[src/rtl/ram_arb_pkg.sv]
// Shared types and constants for the RAM access arbiter: FSM states, RWn encoding
// and the command record latched when a requester is accepted.
package ram_arb_pkg;

    localparam int ADDR_W_DEF = 8;
    localparam int DATA_W_DEF = 8;

    localparam logic RWN_READ  = 1'b1;
    localparam logic RWN_WRITE = 1'b0;

    typedef enum logic [1:0] {
        IDLE   = 2'd0,
        ACCESS = 2'd1,
        RDCAP  = 2'd2
    } arb_state_e;

    typedef struct packed {
        logic                  rwn;
        logic [ADDR_W_DEF-1:0] addr;
        logic [DATA_W_DEF-1:0] wdata;
    } ram_cmd_t;

    // Round-robin pointer width; a single requester still needs a 1-bit pointer.
    function automatic int ptr_width(input int n);
        return (n > 1) ? $clog2(n) : 1;
    endfunction

endpackage

[src/rtl/rr_arbiter.sv]
// Combinational round-robin arbiter: grants the first set request found searching
// upward from ptr_i with wrap-around. The pointer itself lives in the parent.
module rr_arbiter
    import ram_arb_pkg::*;
#(
    parameter int NUM_REQ = 2,
    parameter int PTR_W   = ptr_width(NUM_REQ)
) (
    input  logic [NUM_REQ-1:0] req_i,
    input  logic [PTR_W-1:0]   ptr_i,
    input  logic               en_i,
    output logic [NUM_REQ-1:0] grant_o
);

    int idx;

    // Scan from lowest priority to highest so the closest requester to ptr wins.
    always_comb begin
        grant_o = '0;
        idx     = 0;
        if (en_i) begin
            for (int k = NUM_REQ - 1; k >= 0; k--) begin
                idx = (int'(ptr_i) + k) % NUM_REQ;
                if (req_i[idx]) begin
                    grant_o      = '0;
                    grant_o[idx] = 1'b1;
                end
            end
        end
    end

endmodule

[src/rtl/ram_access_arbiter.sv]
// Shares one synchronous RAM port between NUM_REQ requesters, one access per
// accepted command, round-robin arbitration, read data routed back to the issuer.
module ram_access_arbiter
    import ram_arb_pkg::*;
#(
    parameter int NUM_REQ = 2,
    parameter int ADDR_W  = ADDR_W_DEF,
    parameter int DATA_W  = DATA_W_DEF
) (
    input  logic                      clk,
    input  logic                      rst,
    input  logic [NUM_REQ-1:0]        req_valid,
    output logic [NUM_REQ-1:0]        req_ready,
    input  logic [NUM_REQ-1:0]        req_rwn,
    input  logic [NUM_REQ*ADDR_W-1:0] req_addr,
    input  logic [NUM_REQ*DATA_W-1:0] req_wdata,
    output logic [NUM_REQ-1:0]        rsp_valid,
    output logic [DATA_W-1:0]         rsp_rdata,
    output logic [NUM_REQ-1:0]        wr_done,
    output logic                      busy,
    output logic                      ram_en,
    output logic                      ram_rwn,
    output logic [ADDR_W-1:0]         ram_raddr,
    output logic [ADDR_W-1:0]         ram_waddr,
    output logic [DATA_W-1:0]         ram_wdata,
    input  logic [DATA_W-1:0]         ram_rdata
);

    localparam int PTR_W = ptr_width(NUM_REQ);

    typedef struct packed {
        logic              rwn;
        logic [ADDR_W-1:0] addr;
        logic [DATA_W-1:0] wdata;
    } cmd_t;

    arb_state_e         state_q, state_d;
    logic [PTR_W-1:0]   ptr_q, ptr_d;
    logic [NUM_REQ-1:0] owner_q;
    logic               rwn_q;
    logic               ram_en_q, ram_rwn_q;
    logic [ADDR_W-1:0]  ram_raddr_q, ram_waddr_q;
    logic [DATA_W-1:0]  ram_wdata_q;
    logic [NUM_REQ-1:0] wr_done_q;
    logic [DATA_W-1:0]  rsp_rdata_q;

    logic               arb_en;
    logic               accept;
    logic [NUM_REQ-1:0] grant;
    logic [PTR_W-1:0]   grant_idx;
    cmd_t               grant_cmd;

    logic [ADDR_W-1:0]  addr_arr  [NUM_REQ];
    logic [DATA_W-1:0]  wdata_arr [NUM_REQ];

    for (genvar gi = 0; gi < NUM_REQ; gi++) begin : g_unpack
        assign addr_arr[gi]  = req_addr[gi*ADDR_W +: ADDR_W];
        assign wdata_arr[gi] = req_wdata[gi*DATA_W +: DATA_W];
    end

    // Reset also blocks acceptance so no command can slip in while rst is held.
    assign arb_en = (state_q == IDLE) && !rst;

    rr_arbiter #(
        .NUM_REQ(NUM_REQ),
        .PTR_W  (PTR_W)
    ) u_rr (
        .req_i  (req_valid),
        .ptr_i  (ptr_q),
        .en_i   (arb_en),
        .grant_o(grant)
    );

    assign accept = |grant;

    always_comb begin
        grant_idx = '0;
        for (int i = 0; i < NUM_REQ; i++) begin
            if (grant[i]) grant_idx = PTR_W'(i);
        end
        grant_cmd.rwn   = req_rwn[grant_idx];
        grant_cmd.addr  = addr_arr[grant_idx];
        grant_cmd.wdata = wdata_arr[grant_idx];
    end

    always_comb begin
        state_d = state_q;
        ptr_d   = ptr_q;
        case (state_q)
            IDLE: begin
                if (accept) begin
                    state_d = ACCESS;
                    ptr_d   = (grant_idx == PTR_W'(NUM_REQ - 1)) ? '0 : grant_idx + 1'b1;
                end
            end
            ACCESS:  state_d = (rwn_q == RWN_READ) ? RDCAP : IDLE;
            RDCAP:   state_d = IDLE;
            default: state_d = IDLE;
        endcase
    end

    always_ff @(posedge clk) begin
        if (rst) begin
            state_q     <= IDLE;
            ptr_q       <= '0;
            owner_q     <= '0;
            rwn_q       <= RWN_READ;
            ram_en_q    <= 1'b0;
            ram_rwn_q   <= RWN_READ;
            ram_raddr_q <= '0;
            ram_waddr_q <= '0;
            ram_wdata_q <= '0;
            wr_done_q   <= '0;
            rsp_rdata_q <= '0;
        end else begin
            state_q   <= state_d;
            ptr_q     <= ptr_d;
            // RAM strobes are loaded at acceptance so they are live exactly in ACCESS.
            ram_en_q  <= accept;
            ram_rwn_q <= accept ? grant_cmd.rwn : RWN_READ;
            wr_done_q <= '0;
            if (accept) begin
                owner_q <= grant;
                rwn_q   <= grant_cmd.rwn;
                if (grant_cmd.rwn == RWN_READ) begin
                    ram_raddr_q <= grant_cmd.addr;
                end else begin
                    ram_waddr_q <= grant_cmd.addr;
                    ram_wdata_q <= grant_cmd.wdata;
                end
            end
            if (state_q == ACCESS && rwn_q == RWN_WRITE) wr_done_q <= owner_q;
            if (state_q == RDCAP) rsp_rdata_q <= ram_rdata;
        end
    end

    // Read data is forwarded straight from the RAM in RDCAP and held afterwards.
    assign req_ready = grant;
    assign busy      = (state_q != IDLE);
    assign rsp_valid = (state_q == RDCAP && !rst) ? owner_q : '0;
    assign rsp_rdata = (state_q == RDCAP && !rst) ? ram_rdata : rsp_rdata_q;
    assign wr_done   = wr_done_q;
    assign ram_en    = ram_en_q;
    assign ram_rwn   = ram_rwn_q;
    assign ram_raddr = ram_raddr_q;
    assign ram_waddr = ram_waddr_q;
    assign ram_wdata = ram_wdata_q;

endmodule
[config.mk]
export PLATFORM = sky130hd
export DESIGN_NAME = ram_access_arbiter
export DESIGN_NICKNAME = d
export VERILOG_FILES = /design/src/rtl/ram_arb_pkg.sv /design/src/rtl/rr_arbiter.sv /design/src/rtl/ram_access_arbiter.sv
export SDC_FILE = /design/constraint.sdc
export NUM_CORES = 1
export LEC_CHECK = 0
export ABC_CLOCK_PERIOD_IN_PS = 2200
export BUFFER_PORTS_ARGS = -buffer_cell sky130_fd_sc_hd__buf_2
export CORE_MARGIN = 3
export CORE_UTILIZATION = 25
export CTS_CLUSTER_SIZE = 30
export DETAILED_ROUTE_END_ITERATION = 7
export PLACE_DENSITY = 0.52
export SLEW_MARGIN = 10
export SYNTH_ARGS = -nofsm -noshare
export SYNTH_HDL_FRONTEND = slang
export SYNTH_SLANG_ARGS = --single-unit
[constraint.sdc]
create_clock -name clk -period 2.2 [get_ports clk]
set_clock_uncertainty 0.05 [all_clocks]
set_input_delay 0.33 -clock clk [delete_from_list [all_inputs] [get_ports clk]]
set_output_delay 0.33 -clock clk [all_outputs]
set_load 0.05 [all_outputs]
==> impl_metrics.csv, run 1 <==
group,metric,value,unit
timing,fmax,0.4764,GHz
timing,hold_ws,0.2312,ns
yosys,ys_types,33,
power_and_ir_drop,p_int,0.001320,W
min_path,holdPathStages,3,
yosys,yosys_register_bits,42,
timing,rsz0062_at_grt,"no",
power_and_ir_drop,p_leak,1.199,nW
yosys,syn-cell-area,1847,µm²
yosys,postSynthAreaPerCell,9.280,µm²
floorplanning,fp.dieW,91.95,µm
setup_path,path_max_fanout,7,
setup_path,r2r_cells,5,
timing,report.final.hold_viol_count,0,
floorplanning,die-area,8455,µm²
yosys,syn_nets,245,
global_route,grt_usage,0.1196,
setup_path,path_cells,"or3_4 > or2_2 > inv_1 > buf_4",
setup_path,crit_path_end_kind,"output port",
run_status,outcome,"finished clean",
routing,ant_nets,0,
routing,viasPerCell,4.401,
yosys,syn_inst,199,
setup_path,critPathArrivalTime,1.72,ns
power_and_ir_drop,p_per_area,784.0,nW/µm²
setup_path,required,1.82,ns
routing,met2WireLength,2290,µm
global_route,overflow,0,
layout,num_antenna_cells,0,
power_and_ir_drop,combPwrFrac,0.263,
floorplanning,die_h,91.95,µm
layout,layout_commonest_cell,"buf_2",
routing,via_count,1703,
cts,cts_buffers,5,
power_and_ir_drop,ir_drop,0.0002285,V
cts,cts.htree.levels,2,
timing,post-route-min-period,2.099,ns
routing,dr.max_layer_used,"met4",
global_route,grt_pass1_wl,8162,µm
setup_path,timing.rr.end,"ram_waddr[2]",
cts,clk_pin_slew_worst_paths,0.08,ns
floorplanning,core-area,6982,µm²
cts,cts.sinks,42,
placed_design,gp_congestion,0.7143,
timing,setup_tns,0,ns
routing,met3_length,308,µm
layout,syn2layout_area_growth,35.98,%
global_route,grt_pass1_vias,1647,
yosys,synth-main-ff-cell,"dfxtp_1",
timing,setup-violations-final,0,
power_and_ir_drop,p_sw_frac,0.3295,
routing,wl,4994,µm
job,cap_violations,0,
routing,wl_per_cell,12.90,µm
cts,cts_tree,"done",
layout,nets,336,
setup_path,r2r-start,"state_q[0]",
cts,cts_root_buffer,"clkbuf_8",
yosys,synthArstFlopShare,0,
setup_path,setup.worst_path.class,"reg2out",
layout,layout_common_cells,"buf_2, dfxtp_1, nand2_1",
timing,slew_violations,0,
global_route,grt_max_degree,30,
global_route,antenna_found_initial,0,
timing,worst_pin_slew,0.4182,ns
floorplanning,io-pin-count,87,
cts,cts_hold_buffers,0,
cts,clock_path_buffers,2,
yosys,yosysSeqAreaShare,0.4553,
min_path,hp-class,"in2reg",
power_and_ir_drop,switching_power,0.0006487,W
routing,dr.pass1.iters,4,
routing,drtIter0Drc,71,
power_and_ir_drop,p_seq_frac,0.433,
cts,clk_latency,0.29,ns
setup_path,reg2reg_setup_slack,0.39,ns
yosys,synth_edf_count,0,
yosys,yosys_warnings,0,
setup_path,crit_start,"state_q[0]",
placed_design,dpl.hpwl,3810,µm
timing,slew_headroom,0.7204,
floorplanning,row_count,30,
setup_path,crit_end,"req_ready[0]",
setup_path,slowest_delay,0.45,ns
placed_design,portBuffers,86,
floorplanning,initial_core_util,0.2645,
routing,drcViolationCount,0,
layout,drive_gt1_frac,0.4364,
timing,finalCritPeriodShare,0.9542,
setup_path,crit_slowest_cell,"or3_4",
routing,wl_met1,2373,µm
layout,nFillCells,756,
power_and_ir_drop,clockPowerShare,0.304,
setup_path,start_kind,"flop",
Yosys cell counts, types with 2 or more instances:
cell type  instances  area share
inv_1              5       0.010
mux2i_1            8       0.043
a311oi_2           2       0.016
or2_2              3       0.010
and2_1             3       0.010
nand2b_1           3       0.010
dfxtp_1           42        0.46
a311oi_1           6       0.028
nor3_2             3       0.016
buf_6              3       0.018
clkbuf_1           8       0.016
a211oi_1          16       0.065
mux2_2             8       0.049
nor3_1            27       0.073
nand2_1           35       0.071
a21oi_1            8       0.022
buf_4              2      0.0081
nor2_1             2      0.0041
layout make-up:
type / instances / area [µm²] / share of cell area
multi-input combinational: 136 / 884.6 / 0.3523
timing repair buffer: 100 / 538.0 / 0.2142
clock buffer: 5 / 68.82 / 0.02740
tap: 96 / 120.1 / 0.04783
sequential: 42 / 840.8 / 0.3348
clock inverter: 3 / 40.04 / 0.01594
inverter: 5 / 18.77 / 0.007474
per-stage QoR:
stage               power (W)  setup WS [ns]  instances    util  instance area (µm²)
finish               0.001969         0.1008        387  0.3597                 2511
global route         0.002068        0.02088        387  0.3597                 2511
CTS                  0.002001        0.08667        387  0.3597                 2511
detailed placement   0.001389         0.2315        379  0.3430                 2395
global placement     0.001383         0.2388        379  0.3430                 2395
floorplan            0.001250       0.004899        199       -                 1847
critical path, delay by kind of cell, from the launching register on:
family        cells  cell delay, ns
simple gates      2            0.77
flops             1            0.36
buf+inv           2            0.30
repair_timing:
action | CTS | global route
gates resized for setup | 2 | 0
buffers inserted | 0 | 0
endpoints found under the setup margin | 1 | 0
metal layers:
metal,vias to the layer above,global-route usage
li1,890,-
met1,759,0.1561
met2,52,0.1922
met3,2,0.03445
met4,0,0.03342
met5,-,0
registers in the layout, summed over array words and instances, names as in the netlist:
| register | cells |
|---|---|
| ram_rwn | 1 |
| ram_raddr | 8 |
| ptr_q | 1 |
| ram_waddr | 8 |
| ram_en | 1 |
| rsp_rdata_q | 8 |
| owner_q | 2 |
| wr_done | 2 |
| rwn_q | 1 |
| ram_wdata | 8 |
| state_q | 2 |
power by group through the flow:
stage               clock (W)  combinational (W)  sequential (W)
finish               0.000599           0.000518        0.000852
global route         0.000648           0.000559        0.000861
CTS                  0.000625           0.000524        0.000852
detailed placement          0           0.000519        0.000869
global placement            0           0.000515        0.000869
floorplan                   0           0.000245         0.00101
how the worst min path moves through the flow:
| stage | end | start | slack, ns |
|---|---|---|---|
| floorplan | wr_done[0] | owner_q[0] | 0.38 |
| global placement | wr_done[0] | owner_q[0] | 0.39 |
| detailed placement | rsp_rdata_q[2] | rsp_rdata_q[2] | 0.40 |
| CTS | rsp_rdata_q[2] | ram_rdata[2] | 0.22 |
| global route | rsp_rdata_q[1] | ram_rdata[1] | 0.24 |
| finish | rsp_rdata_q[2] | ram_rdata[2] | 0.23 |
cells by family after synthesis:
kind of cell	count (synthesis)	synth area share
mux	16	0.09214
flops	42	0.4553
simple gates	84	0.2351
compound gates	36	0.1491
buf+inv	21	0.06842
Power figures use the tool's default switching activity.
==> inputs of run 2 (changes only) <==
REMOVE_ABC_BUFFERS = 1   (was default)
==> impl_metrics.csv, run 2 (same netlist as run 1, synthesis figures left out) <==
group,metric,value,unit
run_status,outcome,"finished clean",
placed_design,dp_cells,379,
power_and_ir_drop,combPwrFrac,0.277,
layout,layout_commonest_cell,"buf_2",
placed_design,placed_cell_area,2395,µm²
floorplanning,fp.dieW,91.95,µm
placed_design,dpl.hpwl,3872,µm
layout,final_area,2482,µm²
power_and_ir_drop,clockPowerShare,0.266,
layout,drive_gt1_frac,0.4330,
setup_path,critPathArrivalTime,1.75,ns
power_and_ir_drop,ir_drop,0.0002090,V
routing,ant_nets,0,
placed_design,portBuffers,86,
setup_path,path_max_fanout,7,
power_and_ir_drop,p_leak,1.185,nW
setup_path,timing.rr.end,"ram_wdata[2]",
floorplanning,die-area,8455,µm²
routing,drcViolationCount,0,
setup_path,reg2reg_setup_slack,0.29,ns
timing,hold_ws,0.2304,ns
timing,finalCritPeriodShare,0.9689,
timing,post-route-min-period,2.131,ns
layout,finish.utilization,0.3556,
power_and_ir_drop,power,0.001865,W
cts,cts_buffers,5,
layout,num_antenna_cells,0,
setup_path,start_kind,"flop",
power_and_ir_drop,p_seq_frac,0.457,
routing,drtIter0Drc,39,
layout,fin_cells,387,
global_route,grt_max_degree,26,
cts,cts_setup_buffers,0,
cts,cts_hold_buffers,0,
layout,syn2layout_area_growth,34.42,%
floorplanning,die_h,91.95,µm
setup_path,r2r_cells,6,
global_route,grt_pass1_wl,8431,µm
layout,nFillCells,783,
timing,slew_violations,0,
routing,dr.pass1.iters,4,
timing,setup-violations-final,0,
global_route,grt_pass1_vias,1740,
min_path,hp-class,"in2reg",
timing,rsz0062_at_grt,"no",
cts,cts_tree,"done",
power_and_ir_drop,p_sw_frac,0.3516,
global_route,grt_usage,0.1237,
floorplanning,initial_core_util,0.2645,
setup_path,setup.worst_path.class,"reg2out",
cts,cts.htree.levels,2,
setup_path,crit_end,"req_ready[0]",
setup_path,crit_start,"state_q[0]",
global_route,overflow,0,
floorplanning,core-area,6982,µm²
timing,fmax,0.4692,GHz
power_and_ir_drop,p_int,0.001209,W
timing,worst_pin_slew,0.3459,ns
setup_path,crit_path_end_kind,"output port",
placed_design,gp_congestion,0.6901,
floorplanning,row_count,30,
cts,clk_latency,0.29,ns
layout,nets,336,
setup_path,r2r-start,"state_q[0]",
floorplanning,io-pin-count,87,
cts,cts.sinks,42,
cts,clock_path_buffers,2,
routing,wl_per_cell,13.40,µm
layout,layout_common_cells,"buf_2, dfxtp_1, nand2_1",
cts,cts_root_buffer,"clkbuf_8",
power_and_ir_drop,p_per_area,751.4,nW/µm²
routing,wl,5186,µm
timing,slew_headroom,0.7662,
job,cap_violations,0,
cts,clk_pin_slew_worst_paths,0.08,ns
routing,viasPerCell,4.432,
setup_path,required,1.82,ns
power_and_ir_drop,switching_power,0.0006558,W
timing,report.final.hold_viol_count,0,
global_route,antenna_found_initial,0,
routing,via_count,1715,
## run 2: power groups by stage
stage | registers (W) | logic (W) | clock network, W
floorplan | 0.00101 | 0.000214 | 0
global placement | 0.000870 | 0.000518 | 0
detailed placement | 0.000870 | 0.000522 | 0
CTS | 0.000852 | 0.000524 | 0.000520
global route | 0.000861 | 0.000555 | 0.000557
finish | 0.000852 | 0.000517 | 0.000497
## run 2: stage by stage
stage	setup TNS, ns	setup slack (ns)
global placement	0	0.3133
floorplan	-0.1424	-0.04067
finish	0	0.06852
global route	0	0.002433
detailed placement	0	0.2890
CTS	0	0.05556
## run 2: area by class of cell
cell class,instances,area (µm²),share of cell area
repair buffers,100,535.5,0.2157
clock inverters,2,13.76,0.005544
well taps,96,120.1,0.04839
clock buffers,6,72.57,0.02923
flip-flops and latches,42,842.1,0.3392
inverters,5,18.77,0.007560
multi-input cells,136,879.6,0.3543
## run 2: layer usage
metal / part of all wire / global-route usage
met1: 0.44 / 0.1510
met4: 0.011 / 0.03465
met2: 0.47 / 0.2062
met3: 0.081 / 0.04266
met5: 0 / 0
## run 2: how the worst min path moves through the flow
stage / start / end / slack [ns] / cells after the start
2_1_floorplan: rst / ram_wdata[6] / 0.35 / 1
3_3_place_gp: rsp_rdata_q[1] / rsp_rdata_q[1] / 0.39 / 2
3_5_place_dp: owner_q[0] / wr_done[0] / 0.39 / 1
4_1_cts: ram_rdata[6] / rsp_rdata_q[6] / 0.21 / 3
5_1_grt: ram_rdata[7] / rsp_rdata_q[7] / 0.22 / 3
6_report: ram_rdata[0] / rsp_rdata_q[0] / 0.23 / 3
## run 2: what timing repair did
item	CTS	global route
endpoints found under the setup margin	0	3
resized for setup	0	1
hold endpoints to repair	0	0
## run 2: worst max-delay path: stages, from the launching register on
cell	delay [ns]
dfxtp_1	0.35
or3_1	0.41
or2_2	0.32
inv_1	0.11
buf_2	0.28
==> inputs of run 3 (changes only) <==
CORE_ASPECT_RATIO = 1.75   (was default)
CORE_MARGIN = default   (was 3)
==> impl_metrics.csv, run 3 (same netlist as run 1, synthesis figures left out) <==
group,metric,value,unit
floorplanning,initial_core_util,0.2571,
cts,cts_hold_buffers,0,
job,cap_violations,0,
cts,clk_pin_slew_worst_paths,0.06,ns
setup_path,r2r_cells,6,
cts,cts_resized,0,
setup_path,crit_start,"state_q[1]",
timing,worst_pin_slew,0.3434,ns
setup_path,path_max_fanout,7,
timing,setup-violations-final,0,
setup_path,crit_path_end_kind,"output port",
setup_path,required,1.82,ns
run_status,outcome,"finished clean",
routing,dr.pass1.iters,4,
global_route,overflow,0,
setup_path,timing.rr.end,"ram_wdata[6]",
power_and_ir_drop,p_per_area,828.9,nW/µm²
timing,slew_headroom,0.7679,
layout,layout_common_cells,"buf_2, dfxtp_1, nand2_1",
routing,viasPerCell,4.640,
cts,clk_latency,0.28,ns
cts,cts.sinks,42,
setup_path,critPathArrivalTime,1.69,ns
cts,cts.htree.levels,2,
setup_path,r2r-start,"state_q[1]",
timing,hold_ws,0.2448,ns
setup_path,setup.worst_path.class,"reg2out",
floorplanning,die_h,115.7,µm
global_route,grt_pass1_wl,8059,µm
global_route,grt_usage,0.1392,
placed_design,dpl.hpwl,3841,µm
floorplanning,io-pin-count,87,
global_route,grt_max_degree,28,
layout,drive_gt1_frac,0.4315,
min_path,hp-class,"in2reg",
routing,drtIter0Drc,60,
floorplanning,die-area,7748,µm²
cts,cts_tree,"done",
timing,setup_tns,0,ns
timing,post-route-min-period,2.074,ns
timing,slew_violations,0,
placed_design,portBuffers,86,
timing,fmax,0.4822,GHz
routing,ant_nets,0,
cts,cts_root_buffer,"clkbuf_16",
floorplanning,fp.dieW,66.97,µm
cts,cts_setup_buffers,0,
layout,nets,337,
placed_design,gp_congestion,0.6951,
setup_path,crit_slowest_cell,"or3_1",
layout,num_antenna_cells,0,
setup_path,reg2reg_setup_slack,0.33,ns
routing,via_count,1754,
power_and_ir_drop,ir_drop,0.0004154,V
power_and_ir_drop,p_leak,1.218,nW
layout,syn2layout_area_growth,37.40,%
cts,cts_buffers,5,
setup_path,slowest_delay,0.38,ns
timing,finalCritPeriodShare,0.9426,
setup_path,path_cells,"or3_1 > or2_2 > inv_1 > buf_2",
setup_path,start_kind,"flop",
timing,report.final.hold_viol_count,0,
global_route,antenna_found_initial,0,
routing,drcViolationCount,0,
setup_path,crit_end,"req_ready[0]",
floorplanning,core-area,7182,µm²
floorplanning,row_count,41,
routing,wl_per_cell,13.34,µm
cts,clock_path_buffers,2,
timing,rsz0062_at_grt,"no",
layout,layout_commonest_cell,"buf_2",
layout,finish.utilization,0.3533,
global_route,grt_pass1_vias,1712,
routing,wl,5043,µm
layout,nFillCells,792,
==> run 3: cell types whose count changed in the layout (fill, tap and decap cells not counted) <==
cell / before / now
clkbuf_16: 0 / 5
clkinv_4: 1 / 0
buf_4: 14 / 15
clkbuf_8: 5 / 1
dfxtp_1: 41 / 42
dfxtp_2: 1 / 0
==> run 3: power breakdown <==
group | leakage (nW) | internal [W] | switching, W
registers | 0.343 | 0.000820 | 0.0000323
clock network | 0.0739 | 0.000450 | 0.000282
logic | 0.801 | 0.000169 | 0.000351
total | 1.22 | 0.00144 | 0.000665
==> run 3: worst max-delay path, delay by kind of cell (launching register included) <==
family / cells / cell delay (ns)
DFF: 1 / 0.36
buffers and inverters: 2 / 0.36
and+or+nand+nor: 2 / 0.69
==> run 3: final cells by class <==
cell class	instances	area [µm²]	area share
timing repair buffer	101	543.0	0.2140
clock buffer	7	142.6	0.05621
inverter	5	18.77	0.007396
sequential	42	840.8	0.3314
multi-input combinational	136	879.6	0.3466
tap	86	107.6	0.04241
clock inverter	1	5.005	0.001972
==> run 3: stage by stage <==
| step | std cells | setup slack [ns] | area [µm²] | total power, W |
|---|---|---|---|---|
| floorplan | 183 | -0.04067 | 1739 | 0.001219 |
| global placement | 370 | 0.3292 | 2390 | 0.001390 |
| detailed placement | 370 | 0.2872 | 2390 | 0.001395 |
| CTS | 378 | 0.1026 | 2537 | 0.002140 |
| global route | 378 | 0.01946 | 2537 | 0.002216 |
| finish | 378 | 0.1263 | 2537 | 0.002103 |
==> run 3: how the worst min path moves through the flow <==
stage | startpoint | endpoint | cells after the start
after global routing | ram_rdata[5] | rsp_rdata_q[5] | 3
after floorplan | rst | ram_wdata[6] | 1
after CTS | ram_rdata[4] | rsp_rdata_q[4] | 3
after global placement | rsp_rdata_q[4] | rsp_rdata_q[4] | 2
after detailed placement | rsp_rdata_q[4] | rsp_rdata_q[4] | 2
final | ram_rdata[4] | rsp_rdata_q[4] | 3
==> run 3: routing by layer <==
metal	track usage	up-vias	routed length, µm
met5	0	-	0
met4	0.05674	0	102
met3	0.03543	9	248
met2	0.2519	51	2796
met1	0.1491	802	1896
li1	-	892	-
